[src/rtl/axi_r_responder_if.sv]
// Bus bundle for the AXI read responder: AR FIFO head, memory read port and R channel.
// The slave modport is the responder's view; master is the view of its surroundings.
interface axi_r_responder_if #(
   parameter int ID_WIDTH   = 4,
   parameter int ADDR_WIDTH = 32,
   parameter int DATA_WIDTH = 32,
   parameter int LEN_WIDTH  = 4,
   parameter int SIZE_WIDTH = 3
);
   logic [ID_WIDTH-1:0]   front_ARID;
   logic [ADDR_WIDTH-1:0] front_ARADDR;
   logic [LEN_WIDTH-1:0]  front_ARLEN;
   logic [SIZE_WIDTH-1:0] front_ARSIZE;
   logic [1:0]            front_ARBURST;
   logic                  empty;
   logic                  pop;

   logic                  mem_en;
   logic [ADDR_WIDTH-1:0] mem_addr;
   logic [DATA_WIDTH-1:0] mem_rdata;

   logic [ID_WIDTH-1:0]   RID;
   logic [DATA_WIDTH-1:0] RDATA;
   logic [1:0]            RRESP;
   logic                  RLAST;
   logic                  RVALID;
   logic                  RREADY;

   modport slave (
      input  front_ARID, front_ARADDR, front_ARLEN, front_ARSIZE, front_ARBURST, empty,
      input  mem_rdata, RREADY,
      output pop, mem_en, mem_addr,
      output RID, RDATA, RRESP, RLAST, RVALID
   );

   modport master (
      output front_ARID, front_ARADDR, front_ARLEN, front_ARSIZE, front_ARBURST, empty,
      output mem_rdata, RREADY,
      input  pop, mem_en, mem_addr,
      input  RID, RDATA, RRESP, RLAST, RVALID
   );
endinterface

[src/rtl/axi_r_responder.sv]
// Slave-side AXI read responder: pops one AR request, walks the FIXED/INCR/WRAP burst
// with one synchronous memory read per beat, and returns each beat on the R channel.
module axi_r_responder #(
   parameter int ID_WIDTH   = 4,
   parameter int ADDR_WIDTH = 32,
   parameter int DATA_WIDTH = 32,
   parameter int LEN_WIDTH  = 4,
   parameter int SIZE_WIDTH = 3
) (
   input  logic             ACLK,
   input  logic             ARESET,
   axi_r_responder_if.slave bus
);

   localparam int         MAX_SIZE    = $clog2(DATA_WIDTH / 8);
   localparam logic [1:0] BURST_FIXED = 2'b00;
   localparam logic [1:0] BURST_WRAP  = 2'b10;
   localparam logic [1:0] BURST_RSVD  = 2'b11;
   localparam logic [1:0] RESP_OKAY   = 2'b00;
   localparam logic [1:0] RESP_SLVERR = 2'b10;

   typedef enum logic [1:0] {IDLE, REQ, CAP, SEND} state_t;

   state_t                state_q, state_d;

   logic [ID_WIDTH-1:0]   id_q;
   logic [ADDR_WIDTH-1:0] addr_q;
   logic [LEN_WIDTH-1:0]  len_q;
   logic [LEN_WIDTH-1:0]  beat_q;
   logic [SIZE_WIDTH-1:0] size_q;
   logic                  fixed_q;
   logic                  wrap_q;
   logic                  err_q;

   logic [DATA_WIDTH-1:0] rdata_p0;
   logic                  vld_p0;

   logic                  pop_c;
   logic                  mem_en_c;
   logic                  load;
   logic                  capture;
   logic                  accept;
   logic                  advance;
   logic                  last_beat;

   // WRAP is only legal for 2, 4, 8 or 16 beats.
   function automatic logic wrap_len_ok(input logic [LEN_WIDTH-1:0] len);
      logic [LEN_WIDTH-1:0] len_inc;
      len_inc = len + LEN_WIDTH'(1);
      return (len != '0) && ((len & len_inc) == '0) && (int'(len) <= 15);
   endfunction

   function automatic logic size_too_big(input logic [SIZE_WIDTH-1:0] size);
      return int'(size) > MAX_SIZE;
   endfunction

   function automatic logic [ADDR_WIDTH-1:0] next_addr(
      input logic [ADDR_WIDTH-1:0] addr,
      input logic [LEN_WIDTH-1:0]  len,
      input logic [SIZE_WIDTH-1:0] size,
      input logic                  fixed,
      input logic                  wrap
   );
      logic [ADDR_WIDTH-1:0] step;
      logic [ADDR_WIDTH-1:0] inc;
      logic [ADDR_WIDTH-1:0] total;
      logic [ADDR_WIDTH-1:0] mask;
      step  = ADDR_WIDTH'(1) << size;
      inc   = addr + step;
      total = (ADDR_WIDTH'(len) + ADDR_WIDTH'(1)) << size;
      mask  = total - ADDR_WIDTH'(1);
      if (fixed)
         return addr;
      else if (wrap)
         return (addr & ~mask) | (inc & mask);
      else
         return inc;
   endfunction

   assign last_beat = (beat_q == len_q);

   always_ff @(posedge ACLK or posedge ARESET) begin
      if (ARESET)
         state_q <= IDLE;
      else
         state_q <= state_d;
   end

   always_comb begin
      state_d  = state_q;
      pop_c    = 1'b0;
      mem_en_c = 1'b0;
      load     = 1'b0;
      capture  = 1'b0;
      accept   = 1'b0;
      advance  = 1'b0;
      case (state_q)
         IDLE: begin
            if (!bus.empty && !ARESET) begin
               pop_c   = 1'b1;
               load    = 1'b1;
               state_d = REQ;
            end
         end
         REQ: begin
            mem_en_c = 1'b1;
            state_d  = CAP;
         end
         CAP: begin
            capture = 1'b1;
            state_d = SEND;
         end
         SEND: begin
            if (bus.RREADY) begin
               accept = 1'b1;
               if (last_beat) begin
                  state_d = IDLE;
               end else begin
                  advance = 1'b1;
                  state_d = REQ;
               end
            end
         end
         default: state_d = IDLE;
      endcase
   end

   // Burst context, latched on pop and stepped after each accepted non-final beat.
   always_ff @(posedge ACLK or posedge ARESET) begin
      if (ARESET) begin
         id_q    <= '0;
         addr_q  <= '0;
         len_q   <= '0;
         beat_q  <= '0;
         size_q  <= '0;
         fixed_q <= 1'b0;
         wrap_q  <= 1'b0;
         err_q   <= 1'b0;
      end else if (load) begin
         id_q    <= bus.front_ARID;
         addr_q  <= bus.front_ARADDR;
         len_q   <= bus.front_ARLEN;
         beat_q  <= '0;
         size_q  <= bus.front_ARSIZE;
         fixed_q <= (bus.front_ARBURST == BURST_FIXED);
         wrap_q  <= (bus.front_ARBURST == BURST_WRAP) && wrap_len_ok(bus.front_ARLEN);
         err_q   <= (bus.front_ARBURST == BURST_RSVD) ||
                    size_too_big(bus.front_ARSIZE) ||
                    ((bus.front_ARBURST == BURST_WRAP) && !wrap_len_ok(bus.front_ARLEN));
      end else if (advance) begin
         addr_q  <= next_addr(addr_q, len_q, size_q, fixed_q, wrap_q);
         beat_q  <= beat_q + LEN_WIDTH'(1);
      end
   end

   // Stage p0: memory data captured one cycle after the read strobe, held until accepted.
   always_ff @(posedge ACLK or posedge ARESET) begin
      if (ARESET) begin
         rdata_p0 <= '0;
         vld_p0   <= 1'b0;
      end else if (capture) begin
         rdata_p0 <= bus.mem_rdata;
         vld_p0   <= 1'b1;
      end else if (accept) begin
         vld_p0   <= 1'b0;
      end
   end

   assign bus.pop      = pop_c;
   assign bus.mem_en   = mem_en_c;
   assign bus.mem_addr = addr_q;
   assign bus.RID      = id_q;
   assign bus.RDATA    = rdata_p0;
   assign bus.RVALID   = vld_p0;
   assign bus.RRESP    = (vld_p0 && err_q) ? RESP_SLVERR : RESP_OKAY;
   assign bus.RLAST    = vld_p0 && last_beat;

endmodule

[src/flat_wrapper.sv]
// flat-port wrapper written by rule: the top's interface ports become plain ports
module axi_r_responder_flat 
#(
   parameter int ID_WIDTH   = 4,
   parameter int ADDR_WIDTH = 32,
   parameter int DATA_WIDTH = 32,
   parameter int LEN_WIDTH  = 4,
   parameter int SIZE_WIDTH = 3
)
  (ACLK, ARESET, bus_front_ARID, bus_front_ARADDR, bus_front_ARLEN, bus_front_ARSIZE, bus_front_ARBURST, bus_empty, bus_mem_rdata, bus_RREADY, bus_pop, bus_mem_en, bus_mem_addr, bus_RID, bus_RDATA, bus_RRESP, bus_RLAST, bus_RVALID);
  axi_r_responder_if #(.ID_WIDTH(ID_WIDTH), .ADDR_WIDTH(ADDR_WIDTH), .DATA_WIDTH(DATA_WIDTH), .LEN_WIDTH(LEN_WIDTH), .SIZE_WIDTH(SIZE_WIDTH)) bus_i ();
  input  logic ACLK;
  input  logic ARESET;
  input wire logic [$bits(bus_i.front_ARID)-1:0] bus_front_ARID;
  input wire logic [$bits(bus_i.front_ARADDR)-1:0] bus_front_ARADDR;
  input wire logic [$bits(bus_i.front_ARLEN)-1:0] bus_front_ARLEN;
  input wire logic [$bits(bus_i.front_ARSIZE)-1:0] bus_front_ARSIZE;
  input wire logic [$bits(bus_i.front_ARBURST)-1:0] bus_front_ARBURST;
  input wire logic [$bits(bus_i.empty)-1:0] bus_empty;
  input wire logic [$bits(bus_i.mem_rdata)-1:0] bus_mem_rdata;
  input wire logic [$bits(bus_i.RREADY)-1:0] bus_RREADY;
  output wire logic [$bits(bus_i.pop)-1:0] bus_pop;
  output wire logic [$bits(bus_i.mem_en)-1:0] bus_mem_en;
  output wire logic [$bits(bus_i.mem_addr)-1:0] bus_mem_addr;
  output wire logic [$bits(bus_i.RID)-1:0] bus_RID;
  output wire logic [$bits(bus_i.RDATA)-1:0] bus_RDATA;
  output wire logic [$bits(bus_i.RRESP)-1:0] bus_RRESP;
  output wire logic [$bits(bus_i.RLAST)-1:0] bus_RLAST;
  output wire logic [$bits(bus_i.RVALID)-1:0] bus_RVALID;
  assign bus_i.front_ARID = bus_front_ARID;
  assign bus_i.front_ARADDR = bus_front_ARADDR;
  assign bus_i.front_ARLEN = bus_front_ARLEN;
  assign bus_i.front_ARSIZE = bus_front_ARSIZE;
  assign bus_i.front_ARBURST = bus_front_ARBURST;
  assign bus_i.empty = bus_empty;
  assign bus_i.mem_rdata = bus_mem_rdata;
  assign bus_i.RREADY = bus_RREADY;
  assign bus_pop = bus_i.pop;
  assign bus_mem_en = bus_i.mem_en;
  assign bus_mem_addr = bus_i.mem_addr;
  assign bus_RID = bus_i.RID;
  assign bus_RDATA = bus_i.RDATA;
  assign bus_RRESP = bus_i.RRESP;
  assign bus_RLAST = bus_i.RLAST;
  assign bus_RVALID = bus_i.RVALID;
  axi_r_responder #(.ID_WIDTH(ID_WIDTH), .ADDR_WIDTH(ADDR_WIDTH), .DATA_WIDTH(DATA_WIDTH), .LEN_WIDTH(LEN_WIDTH), .SIZE_WIDTH(SIZE_WIDTH)) u_core (.ACLK(ACLK), .ARESET(ARESET), .bus(bus_i));
endmodule
[config.mk]
export PLATFORM = sky130hd
export DESIGN_NAME = axi_r_responder_flat
export DESIGN_NICKNAME = d
export VERILOG_FILES = /design/src/rtl/axi_r_responder_if.sv /design/src/rtl/axi_r_responder.sv /design/src/flat_wrapper.sv
export SDC_FILE = /design/constraint.sdc
export NUM_CORES = 1
export LEC_CHECK = 0
export ABC_AREA = 0
export BUFFER_PORTS_ARGS = -buffer_cell sky130_fd_sc_hd__buf_2
export CAP_MARGIN = 20
export CORE_ASPECT_RATIO = 0.75
export CORE_MARGIN = 10
export CORE_UTILIZATION = 57
export CTS_CLUSTER_DIAMETER = 100
export DETAILED_ROUTE_END_ITERATION = 16
export GPL_ROUTABILITY_DRIVEN = 0
export GPL_TIMING_DRIVEN = 0
export HOLD_SLACK_MARGIN = 0.08
export PLACE_DENSITY = 0.92
export SYNTH_ARGS = -nofsm -noshare
export SYNTH_HDL_FRONTEND = slang
export SYNTH_SLANG_ARGS = --single-unit
export TNS_END_PERCENT = 100
[constraint.sdc]
create_clock -name ACLK -period 6.71 [get_ports ACLK]
set_clock_uncertainty 0.2 [all_clocks]
set_input_delay 1.342 -clock ACLK [delete_from_list [all_inputs] [get_ports ACLK]]
set_output_delay 1.342 -clock ACLK [all_outputs]
set_load 0.03 [all_outputs]
# Yosys cells after proc, flatten, opt, wreduce, memory -nomap -nowiden
# Index checks and enable logic that the tools add are counted.
# op_classes
addsub	5
magnitude_cmp	1
eq_ne	9
n_shift	2
n_mux	22
bitwise	5
reduce_logical	19
# op_table
op	n
2-to-1 mux 32 bit	4
AND 32 bit	2
adder 32 bit	1
inverter 32 bit	1
bitwise OR 32 bit	1
<< shifter 1 x 3 -> 32 bit, first input constant	1
<< shifter 32 x 3 -> 32 bit	1
subtractor 32 x 1 -> 32 bit, second input constant	1
2-to-1 mux 1 bit	12
adder 4 x 1 -> 4 bit, second input constant	2
equality test 2 bit, second input constant	4
2-to-1 mux 4 bit	2
case mux 2 bit (4 select lines)	1
logical AND 1 bit	6
2-to-1 mux 2 bit	3
adder 4 x 1 -> 5 bit, second input constant	1
AND 4 bit	1
equality test 4 bit	1
logical NOT 2 bit	2
logical NOT 4 bit	1
inequality test 2 bit, second input constant	2
AND reduction 2 bit	2
nonzero test 2 bit	2
nonzero test 4 bit	1
other kinds (5)	8
# totals
regBits	85
input_bits	81
out_inout_bits	74

# Longest topological paths before layout
# Gate-level depths: netlist of run 1.
# logic_depth
word_depth	10
depth_mapped	15
ltp_nobuf	13

# Least setup slack after synthesis of run 1
# OpenSTA, ideal clock, no wires.
# synth_timing
kind	input to output
from	in ARESET
to	out bus_pop
t_arrival_ps	2480
t_required_ps	5168
setup_slack_ps	2688
cell_stages	5
path_buffers	2
cell_sequence	nor2_1 nand2_1 inv_2 clkbuf_1 buf_1
# synth_via
elab_chain_len	4
# synth_lines
element	line_no	rtl
start: declaration	flat_wrapper.sv:13	input logic ARESET;
logical NOT 1 bit (no source line)	n/a	
logical AND 1 bit	axi_r_responder.sv:99	if (!bus.empty && !ARESET) begin
2-to-1 mux 1 bit	axi_r_responder.sv:99	
2-to-1 mux 1 bit	axi_r_responder.sv:97	case (state_q)
end: declaration	flat_wrapper.sv:22	output wire logic [$bits(bus_i.pop)-1:0] bus_pop;
# Every way passes these cells.

# Worst setup path after layout of run 1
# Same ends and word-level chain as after synthesis.

==> key figures, run 1 <==
Die
  • Height of the die: 103 um
  • Initial Utilization: 0.584
  • Site Rows: 30
  • Chip width: 131 um
  • CORE AREA: 9010 um2
  • Die area: 13,500 um2
  • IO Pins: 155

Synthesis
  • Main synth FF type: dfrtp_1
  • Yosys warns: 0
  • Syn_nets: 676
  • Synth unique cells: 75
  • Count of flip-flops with a built-in enable after synthesis: 0
  • Flops & latches, synth: 85
  • Ys async rst share: 1.00
  • Synthesized area: 5260 um2
  • Post-synthesis sequential area ratio: 0.404
  • Syn_area_per_cell: 9.11 um2
  • Synth Instances: 578

STA
  • Final TNS setup: 0 ns
  • Hold Violations, Final: 0
  • Setup slack after layout: 1.86 ns
  • Setup-failing EPs final: 0
  • RSZ-0062 raised after global routing: no
  • Worst slew pin tran: 0.847 ns
  • Final Max Tran Viols: 0
  • Fmax: 0.206 GHz
  • Max-slew headroom: 0.430
  • Tcrit/Tclk final: 0.723
  • Hold_ws: 0.272 ns
  • Final critical-path required period: 4.85 ns

Routing
  • Remaining antenna violation count after routing: 0
  • Vias: 5,390
  • Initial DRC count: 707
  • Drt wl/cell: 20.3 um
  • Drt drc: 0
  • Via-to-Cell Ratio: 6.27
  • DRT Wirelength: 17,500 um
  • Detailed Routing Iterations Pass 1: 6

Global route
  • First-pass GRT wire length: 27,600 um
  • GRT overflow: 0
  • Tot GR Track Use: 0.258
  • Vias in the first global route: 5,476
  • Initial antenna violation count: 0
  • Largest net degree at the start of global routing: 62

Cells and area
  • Layout cells sized above 1: 0.313
  • Layout area overhead: 23.6%
  • Nets@finish: 841
  • ANT cells: 0
  • Sequential Area: 2130 um2
  • Most common cell after layout, fill and taps aside: buf_2
  • Multi-input logic area: 2970 um2
  • Fillcell total: 643
  • Commonest non-fill, non-tap cells in the layout: buf_2, nand2_1, dfrtp_1

Setup path
  • CP arrival: 3.31 ns
  • Worst-path cell with the longest stage delay: clkbuf_1
  • Crit Path Max Fanout: 10
  • Cell mode on critical path: buf_2
  • CP Launch Type: input port
  • RR Startpoint: u_core.size_q[1]$_DFFE_PP0P_
  • Crit-path max cell delay: 0.54 ns
  • Crit path required time: 5.17 ns
  • Worst reg2reg setup slack: 2.27 ns
  • Worst Reg-to-Reg Cells: 15
  • WS Path Type: input port to output port
  • CP Capture Type: output port
  • Worst-path cell chain: buf_2 -> nor2_1 -> nand2_1 -> inv_2 -> clkbuf_1 -> buf_1 -> buf_2

Power and ir drop
  • Logic pwr share: 0.594
  • Leak: 3.06 nW
  • Pint: 1.85 mW
  • Clk pwr share: 0.143
  • Sw frac: 0.500
  • Peak VDD IR: 0.325 mV
  • Switch Pwr: 1.85 mW
  • PwrDens: 568 nW/um2
  • Sequential power share: 0.263

Run
  • Number of max-cap violations: 0

CTS
  • Inserted Clock Buffers: 9
  • Clock slew at reported path FFs: 0.06 ns
  • Root Driver: clkbuf_16
  • CTS tree: done
  • Post-CTS Setup Repair Bufs: 0
  • Sinks on Clock Net: 85
  • Cts hold-fix bufs: 0
  • Htree depth: 3
  • Post-CTS resize count: 0
  • Clk buf depth: 2
  • Worst-Skew Late Latency: 0.36 ns

Hold path
  • Path type of the worst min-delay path: register to register
  • Hold Crit Endpoint: u_core.bus.RID[2]$_DFFE_PP0P_
  • Hold Path Origin: u_core.bus.RID[2]$_DFFE_PP0P_
  • Hold path cells: 2

Place
  • Port Buffers: 153
  • Dpl ws: 1.93 ns
  • Dpl hpwl: 13,200 um

Run status
  • Run status: completed
[critical path: cells and delay by family]
family / cells / cell delay [ns]
AND/OR/NAND/NOR: 2 / 0.34
buffers and inverters: 5 / 1.62
[stage by stage]
stage	total power, mW	instance area, um2	utilization	std cells
after floorplan	2.53	5260	-	578
after global placement	3.01	6170	0.685	843
after detailed placement	3.14	6200	0.688	844
after CTS	3.67	6510	0.722	859
after global routing	3.93	6510	0.722	859
final	3.70	6510	0.722	859
[metal layers]
layer | GRT usage | vias up | routed length, um
li1 | - | 2420 | -
met1 | 0.308 | 2525 | 6490
met2 | 0.417 | 396 | 8130
met3 | 0.107 | 49 | 2450
met4 | 0.0844 | 0 | 388
met5 | 0 | - | 0
[layout make-up]
class                           instances  area share
Clock inverter                          4     0.00846
Timing Repair Buffer                  154       0.122
Clock buffer                           11      0.0388
Multi-Input combinational cell        454       0.456
Buffer                                 25      0.0179
Sequential cell                        85       0.327
Inverter                               14     0.00846
Tap cell                              112      0.0215
[cells in the mapped netlist, types with 3 or more instances]
master	instances	area share
mux2i_1	4	0.0076
nor2b_1	7	0.0083
o311ai_1	4	0.0067
nand2_1	89	0.063
and2_1	4	0.0048
nor3b_1	3	0.0043
a21o_1	7	0.010
mux2_2	34	0.073
a21oi_1	38	0.036
nor3_1	11	0.010
ha_1	16	0.038
inv_1	11	0.0078
buf_4	3	0.0043
and3_1	12	0.014
a31oi_1	6	0.0071
o21ai_1	15	0.014
nand3_1	15	0.014
o41ai_1	5	0.0083
clkbuf_1	17	0.012
o21ai_0	34	0.032
buf_2	3	0.0029
dfrtp_1	85	0.40
a211oi_1	3	0.0043
o21a_1	5	0.0071
a22o_1	6	0.010
nand4_1	7	0.0083
o31ai_1	6	0.0086
nor4_1	4	0.0048
nand2b_1	6	0.0071
xor2_1	12	0.020
a221o_1	3	0.0057
xnor2_1	7	0.012
nor2_1	43	0.031
o21ai_2	3	0.0050
[cell families (layout without fill, tap and decap cells)]
kind of cell / after synthesis / in the layout / share of synthesized area
buffers and inverters: 39 / 208 / 0.0321
and+or+nand+nor: 216 / 216 / 0.196
AOI/OAI and AO/OA: 158 / 158 / 0.199
DFF: 85 / 85 / 0.404
muxes: 43 / 43 / 0.0944
xor gates and xnor gates: 19 / 19 / 0.0316
adders and majority gates: 17 / 17 / 0.0418
other: 1 / 1 / 0.000712
[power by group through the flow]
| stage | combinational (mW) | sequential (mW) | clock (mW) |
|---|---|---|---|
| after floorplan | 1.20 | 1.33 | 0 |
| after global placement | 2.07 | 0.940 | 0 |
| after detailed placement | 2.17 | 0.970 | 0 |
| after CTS | 2.18 | 0.966 | 0.529 |
| after global routing | 2.37 | 1.00 | 0.555 |
| final | 2.20 | 0.973 | 0.528 |
[how the worst max path moves through the flow]
stage / to / start / slack (ns) / cells after the start
after CTS: bus_pop / ARESET / 1.89 / 7
after global routing: bus_pop / ARESET / 1.78 / 7
after global placement: async pin / ARESET / 1.98 / 2
final: bus_pop / ARESET / 1.86 / 7
after detailed placement: bus_pop / ARESET / 1.93 / 7
after floorplan: bus_pop / ARESET / 2.69 / 5
Power figures use the tool's default switching activity.
==> run 2: changes to the inputs <==
--- a/config.mk
+++ b/config.mk
@@ -10,13 +10,13 @@
 export CAP_MARGIN = 20
 export CORE_ASPECT_RATIO = 0.75
 export CORE_MARGIN = 10
-export CORE_UTILIZATION = 57
+export CORE_UTILIZATION = 53
 export CTS_CLUSTER_DIAMETER = 100
 export DETAILED_ROUTE_END_ITERATION = 16
 export GPL_ROUTABILITY_DRIVEN = 0
 export GPL_TIMING_DRIVEN = 0
 export HOLD_SLACK_MARGIN = 0.08
-export PLACE_DENSITY = 0.92
+export PLACE_DENSITY = 0.87
 export SYNTH_ARGS = -nofsm -noshare
 export SYNTH_HDL_FRONTEND = slang
 export SYNTH_SLANG_ARGS = --single-unit
==> constraint.sdc (replaced) <==
create_clock -name ACLK -period 4.79 [get_ports ACLK]
set_clock_uncertainty 0.2 [all_clocks]
set_input_delay 0.958 -clock ACLK [delete_from_list [all_inputs] [get_ports ACLK]]
set_output_delay 0.958 -clock ACLK [all_outputs]
set_load 0.03 [all_outputs]
==> key figures, run 2 (synthesis results as in run 1) <==
Run status
  • Run status: completed

Die
  • Die area: 14,400 um2 (+6.2%)
  • Chip width: 135 um (+3.1%)
  • Site Rows: 31 (+3.3%)
  • CORE AREA: 9660 um2 (+7.2%)
  • Initial Utilization: 0.545 (-0.0393)
  • Height of the die: 106 um (+3.0%)
  • IO Pins: 155 (unchanged)

Place
  • Dpl hpwl: 12,900 um (-2.1%)
  • Port Buffers: 153 (unchanged)

STA
  • Hold Violations, Final: 0 (unchanged)
  • RSZ-0062 raised after global routing: no
  • Final TNS setup: 0 ns (unchanged)
  • Tcrit/Tclk final: 0.877
  • Worst slew pin tran: 0.920 ns (+0.0728 ns)
  • Setup-failing EPs final: 0 (unchanged)
  • Fmax: 0.238 GHz
  • Final critical-path required period: 4.20 ns
  • Max-slew headroom: 0.381 (-0.0489)
  • Final Max Tran Viols: 0 (unchanged)

Setup path
  • CP Capture Type: register
  • Crit Path Max Fanout: 10 (unchanged)
  • Crit path required time: 4.82 ns (-0.35 ns)
  • Crit-path max cell delay: 0.47 ns (-0.07 ns)
  • Worst Reg-to-Reg Cells: 15 (unchanged)
  • CP arrival: 4.23 ns (+0.92 ns)
  • CP Launch Type: register
  • WS Path Type: register to register
  • Worst-path cell with the longest stage delay: nor2_1
  • Worst reg2reg setup slack: 0.59 ns (-1.68 ns)
  • Worst-path cell chain: buf_2 -> clkbuf_1 -> nor3_1 -> ha_1 -> inv_1 -> fa_1 -> nor2b_1 -> o21a_1 -> o21ai_0 -> a21oi_1 -> nand2_1 -> nor2_1 -> and3_1 -> o21ai_1 -> a221o_1

CTS
  • Clk buf depth: 2 (unchanged)
  • Root Driver: clkbuf_16
  • CTS tree: done
  • Htree depth: 3 (unchanged)
  • Post-CTS Setup Repair Bufs: 0 (unchanged)
  • Sinks on Clock Net: 85 (unchanged)
  • Cts hold-fix bufs: 0 (unchanged)
  • Post-CTS resize count: 0 (unchanged)
  • Clock slew at reported path FFs: 0.07 ns (about the same)
  • Worst-Skew Late Latency: 0.35 ns (about the same)
  • Inserted Clock Buffers: 9 (unchanged)

Cells and area
  • Layout area overhead: 23.8%
  • Final core occ: 0.675 (-0.0477)
  • Fillcell total: 775 (+21%)
  • Layout cells sized above 1: 0.314 (+0.000918)
  • Most common cell after layout, fill and taps aside: buf_2
  • Nets@finish: 841 (unchanged)
  • Commonest non-fill, non-tap cells in the layout: buf_2, nand2_1, dfrtp_1
  • ANT cells: 0 (unchanged)

Routing
  • DRT Wirelength: 16,800 um (-4.0%)
  • Via-to-Cell Ratio: 5.96 (-4.9%)
  • Drt wl/cell: 19.0 um (-6.3%)
  • Remaining antenna violation count after routing: 0 (unchanged)
  • Drt drc: 0 (unchanged)
  • Detailed Routing Iterations Pass 1: 5 (-1)
  • Vias: 5,249 (-2.6%)
  • Initial DRC count: 486 (-31%)

Run
  • Number of max-cap violations: 0 (unchanged)

Power and ir drop
  • Leak: 3.06 nW (-0.22%)
  • PwrDens: 782 nW/um2 (+38%)
  • Peak VDD IR: 0.470 mV (+45%)

Global route
  • Tot GR Track Use: 0.233 (-0.0251)
  • Vias in the first global route: 5,443 (-0.60%)
  • Largest net degree at the start of global routing: 50 (-19%)
  • Initial antenna violation count: 0 (unchanged)
  • First-pass GRT wire length: 27,400 um (-0.87%)
  • GRT overflow: 0 (unchanged)

Hold path
  • Hold path cells: 2 (unchanged)
  • Path type of the worst min-delay path: register to register
[run 2: changes by cell type in the layout (fill, tap and decap cells not counted), sizes merged]
cell    before  now
inv         14   17
clkbuf      28   26
bufinv       1    0
clkinv       2    3
[run 2: path summary, 6_finish.rpt]
kind | start | end
setup / recovery | u_core.size_q[1]$_DFFE_PP0P_ | register
max in group asynchronous | ARESET | u_core.size_q[0]$_DFFE_PP0P_
hold reg to reg | u_core.bus.RID[3]$_DFFE_PP0P_ | u_core.bus.RID[3]$_DFFE_PP0P_
min in group asynchronous | ARESET | u_core.bus.RDATA[3]$_DFFE_PP0P_
setup reg to reg | u_core.size_q[1]$_DFFE_PP0P_ | register
hold / removal | u_core.bus.RID[3]$_DFFE_PP0P_ | u_core.bus.RID[3]$_DFFE_PP0P_
[run 2: worst max-delay path, delay by kind of cell, from the launching register on]
kind	cells	cell delay, ns
buffers and inverters	3	0.51
AND/OR/NAND/NOR	5	1.35
AO/OA/AOI/OAI	5	1.03
flip-flops	1	0.39
adder cells (fa/ha/maj)	2	0.61
[run 2: cell type report]
class	count	area, um2	share of cell area
sequential	85	2130	0.326
buffer	25	116	0.0179
multi-input combinational	454	2970	0.455
clock buffer	9	225	0.0346
clock inverter	7	66.3	0.0102
tap	132	165	0.0253
inverter	14	55.1	0.00845
timing repair buffer	154	793	0.122
[run 2: metrics by stage]
stage | cell area [um2] | cells | setup slack, ns | total power [mW] | hold WS [ns]
final | 6520 | 880 | 0.589 | 5.09 | 0.288
after global routing | 6520 | 880 | 0.274 | 5.43 | 0.304
after CTS | 6520 | 880 | 0.674 | 5.08 | 0.289
after detailed placement | 6220 | 864 | 0.700 | 4.37 | 0.269
after global placement | 6190 | 863 | 0.381 | 4.23 | 0.256
after floorplan | 5260 | 578 | 1.32 | 3.55 | 0.242
[run 2: metal layers]
layer | track usage | share of wire
met5 | 0 | 0
met1 | 0.285 | 0.41
met4 | 0.0613 | 0.016
met3 | 0.0997 | 0.12
met2 | 0.372 | 0.45
[run 2: power breakdown]
part	leakage, nW	internal [mW]	switching (mW)
sequential	1.03	1.06	0.295
clock	0.142	0.364	0.327
combinational	1.88	1.10	1.95
total	3.06	2.52	2.57
==> run 3: changes to the inputs <==
--- a/config.mk
+++ b/config.mk
@@ -5,15 +5,14 @@
 export SDC_FILE = /design/constraint.sdc
 export NUM_CORES = 1
 export LEC_CHECK = 0
-export ABC_AREA = 0
+export ABC_AREA = 1
 export BUFFER_PORTS_ARGS = -buffer_cell sky130_fd_sc_hd__buf_2
 export CAP_MARGIN = 20
-export CORE_ASPECT_RATIO = 0.75
+export CORE_ASPECT_RATIO = 0.9
 export CORE_MARGIN = 10
-export CORE_UTILIZATION = 53
+export CORE_UTILIZATION = 54
 export CTS_CLUSTER_DIAMETER = 100
 export DETAILED_ROUTE_END_ITERATION = 16
-export GPL_ROUTABILITY_DRIVEN = 0
 export GPL_TIMING_DRIVEN = 0
 export HOLD_SLACK_MARGIN = 0.08
 export PLACE_DENSITY = 0.87
==> key figures, run 3 <==
Run status
  • Run status: completed

Synthesis
  • Synthesized area: 5720 um2 (+8.6%)
  • Post-synthesis sequential area ratio: 0.372 (-0.0319)
  • Synth unique cells: 48 (-36%)
  • Synth Instances: 839 (+45%)
  • Count of flip-flops with a built-in enable after synthesis: 0 (unchanged)
  • Most numerous cell in the Yosys netlist: nand2_1
  • Syn_nets: 937 (+39%)
  • Yosys warns: 0 (unchanged)
  • Synth area leader: dfrtp_1
  • Ys async rst share: 1.00 (unchanged)
  • Flops & latches, synth: 85 (unchanged)
  • Main synth FF type: dfrtp_1
  • Synth area leaders: dfrtp_1, nand2_1, inv_1, nand3_1, ha_1
  • Syn_area_per_cell: 6.81 um2 (-25%)
  • Top cell type's share of synthesized area: 0.372 (-0.0319)
  • Most frequent cells after synthesis: nand2_1, dfrtp_1, inv_1

Global route
  • GRT overflow: 0 (unchanged)
  • Largest net degree at the start of global routing: 68 (+36%)
  • Tot GR Track Use: 0.225 (-0.00832)
  • First-pass GRT wire length: 28,400 um (+3.7%)
  • Initial antenna violation count: 0 (unchanged)
  • Vias in the first global route: 5,725 (+5.2%)

CTS
  • Worst-Skew Late Latency: 0.34 ns (about the same)
  • Root Driver: clkbuf_16
  • Sinks on Clock Net: 85 (unchanged)
  • Clk buf depth: 2 (unchanged)
  • CTS tree: done
  • Clock slew at reported path FFs: 0.06 ns (about the same)
  • Cts hold-fix bufs: 0 (unchanged)
  • Post-CTS resize count: 0 (unchanged)
  • Htree depth: 3 (unchanged)
  • Post-CTS Setup Repair Bufs: 0 (unchanged)
  • Inserted Clock Buffers: 9 (unchanged)

Cells and area
  • Commonest non-fill, non-tap cells in the layout: nand2_1, buf_2, dfrtp_1
  • Final core occ: 0.678 (+0.00311)
  • Nets@finish: 1,102 (+31%)
  • Design Area, Final: 6980 um2 (+7.0%)
  • Layout cells sized above 1: 0.224 (-0.0902)
  • Most common cell after layout, fill and taps aside: nand2_1
  • Fillcell total: 895 (+15%)
  • Layout area overhead: 22.0%

Die
  • Die area: 15,100 um2 (+5.2%)
  • Site Rows: 35 (+13%)
  • Chip width: 128 um (-4.9%)
  • Initial Utilization: 0.555 (+0.0104)
  • CORE AREA: 10,300 um2 (+6.6%)
  • Height of the die: 118 um (+11%)
  • IO Pins: 155 (unchanged)

Setup path
  • CP Launch Type: input port
  • WP buf/inv: 5 (+2)
  • CP arrival: 2.67 ns (-1.56 ns)
  • Crit-path max cell delay: 0.46 ns (about the same)
  • RR Startpoint: u_core.size_q[2]$_DFFE_PP0P_
  • WS Path Type: input port to output port
  • Worst-path cell chain: buf_2 -> nor2_1 -> nand2_1 -> clkinv_1 -> clkbuf_1 -> buf_1 -> buf_2
  • Crit path required time: 3.63 ns (-1.19 ns)
  • Crit Path Max Fanout: 10 (unchanged)
  • CP Capture Type: output port
  • CP startpoint: ARESET
  • CP top delay family: buffers and inverters
  • Worst-path cell with the longest stage delay: clkbuf_1
  • Cell mode on critical path: buf_2

Hold path
  • Hold Path Origin: u_core.bus.RDATA[14]$_DFFE_PP0P_
  • Path type of the worst min-delay path: register to register

Routing
  • Detailed Routing Iterations Pass 1: 5 (unchanged)
  • Remaining antenna violation count after routing: 0 (unchanged)
  • Drt drc: 0 (unchanged)
  • Via-to-Cell Ratio: 5.19 (-13%)
  • Vias: 5,915 (+13%)
  • Drt wl/cell: 14.9 um (-22%)
  • Initial DRC count: 527 (+8.4%)
  • DRT Wirelength: 17,000 um (+1.2%)

STA
  • RSZ-0062 raised after global routing: no
  • Tcrit/Tclk final: 0.800 (-0.0770)
  • Final critical-path required period: 3.83 ns (-0.369 ns)
  • Hold Violations, Final: 0 (unchanged)
  • Max-slew headroom: 0.584 (+0.203)
  • Worst slew pin tran: 0.624 ns (-0.296 ns)
  • Final Max Tran Viols: 0 (unchanged)
  • Final TNS setup: 0 ns (unchanged)
  • Setup-failing EPs final: 0 (unchanged)
  • Fmax: 0.261 GHz (+9.6%)

Place
  • Port Buffers: 153 (unchanged)
  • RD Place Congestion: 0.983
  • Dpl hpwl: 13,400 um (+3.7%)
  • Cell area after placement: 6670 um2 (+7.2%)

Run
  • Number of max-cap violations: 0 (unchanged)

Power and ir drop
  • PwrDens: 713 nW/um2 (-8.7%)
  • Total power: 4.98 mW (-2.3%)
  • Peak VDD IR: 0.409 mV (-13%)
  • Leak: 3.80 nW (+24%)
==> run 3: cell types whose count changed after synthesis, sizes merged, moves of 7 or more <==
cell   change
a21oi      -8
o21ai     -13
nand3     +42
mux2      -36
nor2      +15
nor2b      -7
inv       +58
and3      -11
nand2    +284
==> run 3: layer usage <==
metal,global-route usage,routed length (um)
met4,0.0577,261
met5,0,0
met1,0.286,7090
met2,0.350,7760
met3,0.0846,1840
==> run 3: through the flow <==
| stage | cells | worst slack (ns) | hold WS, ns |
|---|---|---|---|
| after floorplan | 839 | 1.44 | 0.246 |
| final | 1140 | 0.958 | 0.267 |
| after CTS | 1138 | 0.919 | 0.270 |
| after detailed placement | 1122 | 0.918 | 0.254 |
| after global placement | 1121 | 0.326 | 0.251 |
| after global routing | 1138 | 0.775 | 0.298 |
==> run 3: worst paths after layout <==
check / to / slack [ns] / cells after the start
setup / recovery: bus_pop / 0.96 / 7
hold / removal: u_core.bus.RDATA[14]$_DFFE_PP0P_ / 0.27 / 2
setup reg to reg: register / 1.35 / 19
hold reg to reg: u_core.bus.RDATA[14]$_DFFE_PP0P_ / 0.27 / 2
max in group asynchronous: async pin / 3.39 / 3
min in group asynchronous: u_core.err_q$_DFFE_PP0P_ / 0.37 / 2
==> run 3: final cells by class <==
cell class | instances | area (um2) | area share
Antenna cell | 2 | 5.00 | 0.000717
Buffer | 30 | 151 | 0.0217
Clock buffer | 10 | 229 | 0.0328
Clock inverter | 6 | 68.8 | 0.00987
Inverter | 73 | 277 | 0.0396
Multi-Input combinational cell | 651 | 3160 | 0.453
Sequential cell | 85 | 2130 | 0.305
Tap cell | 129 | 161 | 0.0231
Timing Repair Buffer | 154 | 793 | 0.114
==> run 3: cell families (layout without fill, tap and decap cells) <==
logic type | count (synthesis) | count (layout) | share of synthesized area
AOI/OAI and AO/OA | 88 | 88 | 0.0860
and+or+nand+nor | 528 | 528 | 0.402
xor gates and xnor gates | 16 | 16 | 0.0245
muxes | 1 | 1 | 0.00197
other | 1 | 3 | 0.000656
adders and majority gates | 17 | 17 | 0.0385
buffers and inverters | 103 | 273 | 0.0744
DFF | 85 | 85 | 0.372
==> run 3: power breakdown <==
part | internal (mW) | switching [mW]
Sequential | 1.02 | 0.254
Combinational | 0.926 | 2.05
Clock | 0.409 | 0.309
==> run 3: worst reg2reg max path: cells and delay by family, from the launching register on <==
| kind | cells | cell delay [ns] |
|---|---|---|
| buf+inv | 2 | 0.26 |
| simple gates | 13 | 1.66 |
| fa+ha+maj | 2 | 0.62 |
| compound gates | 2 | 0.21 |
| flops | 1 | 0.41 |
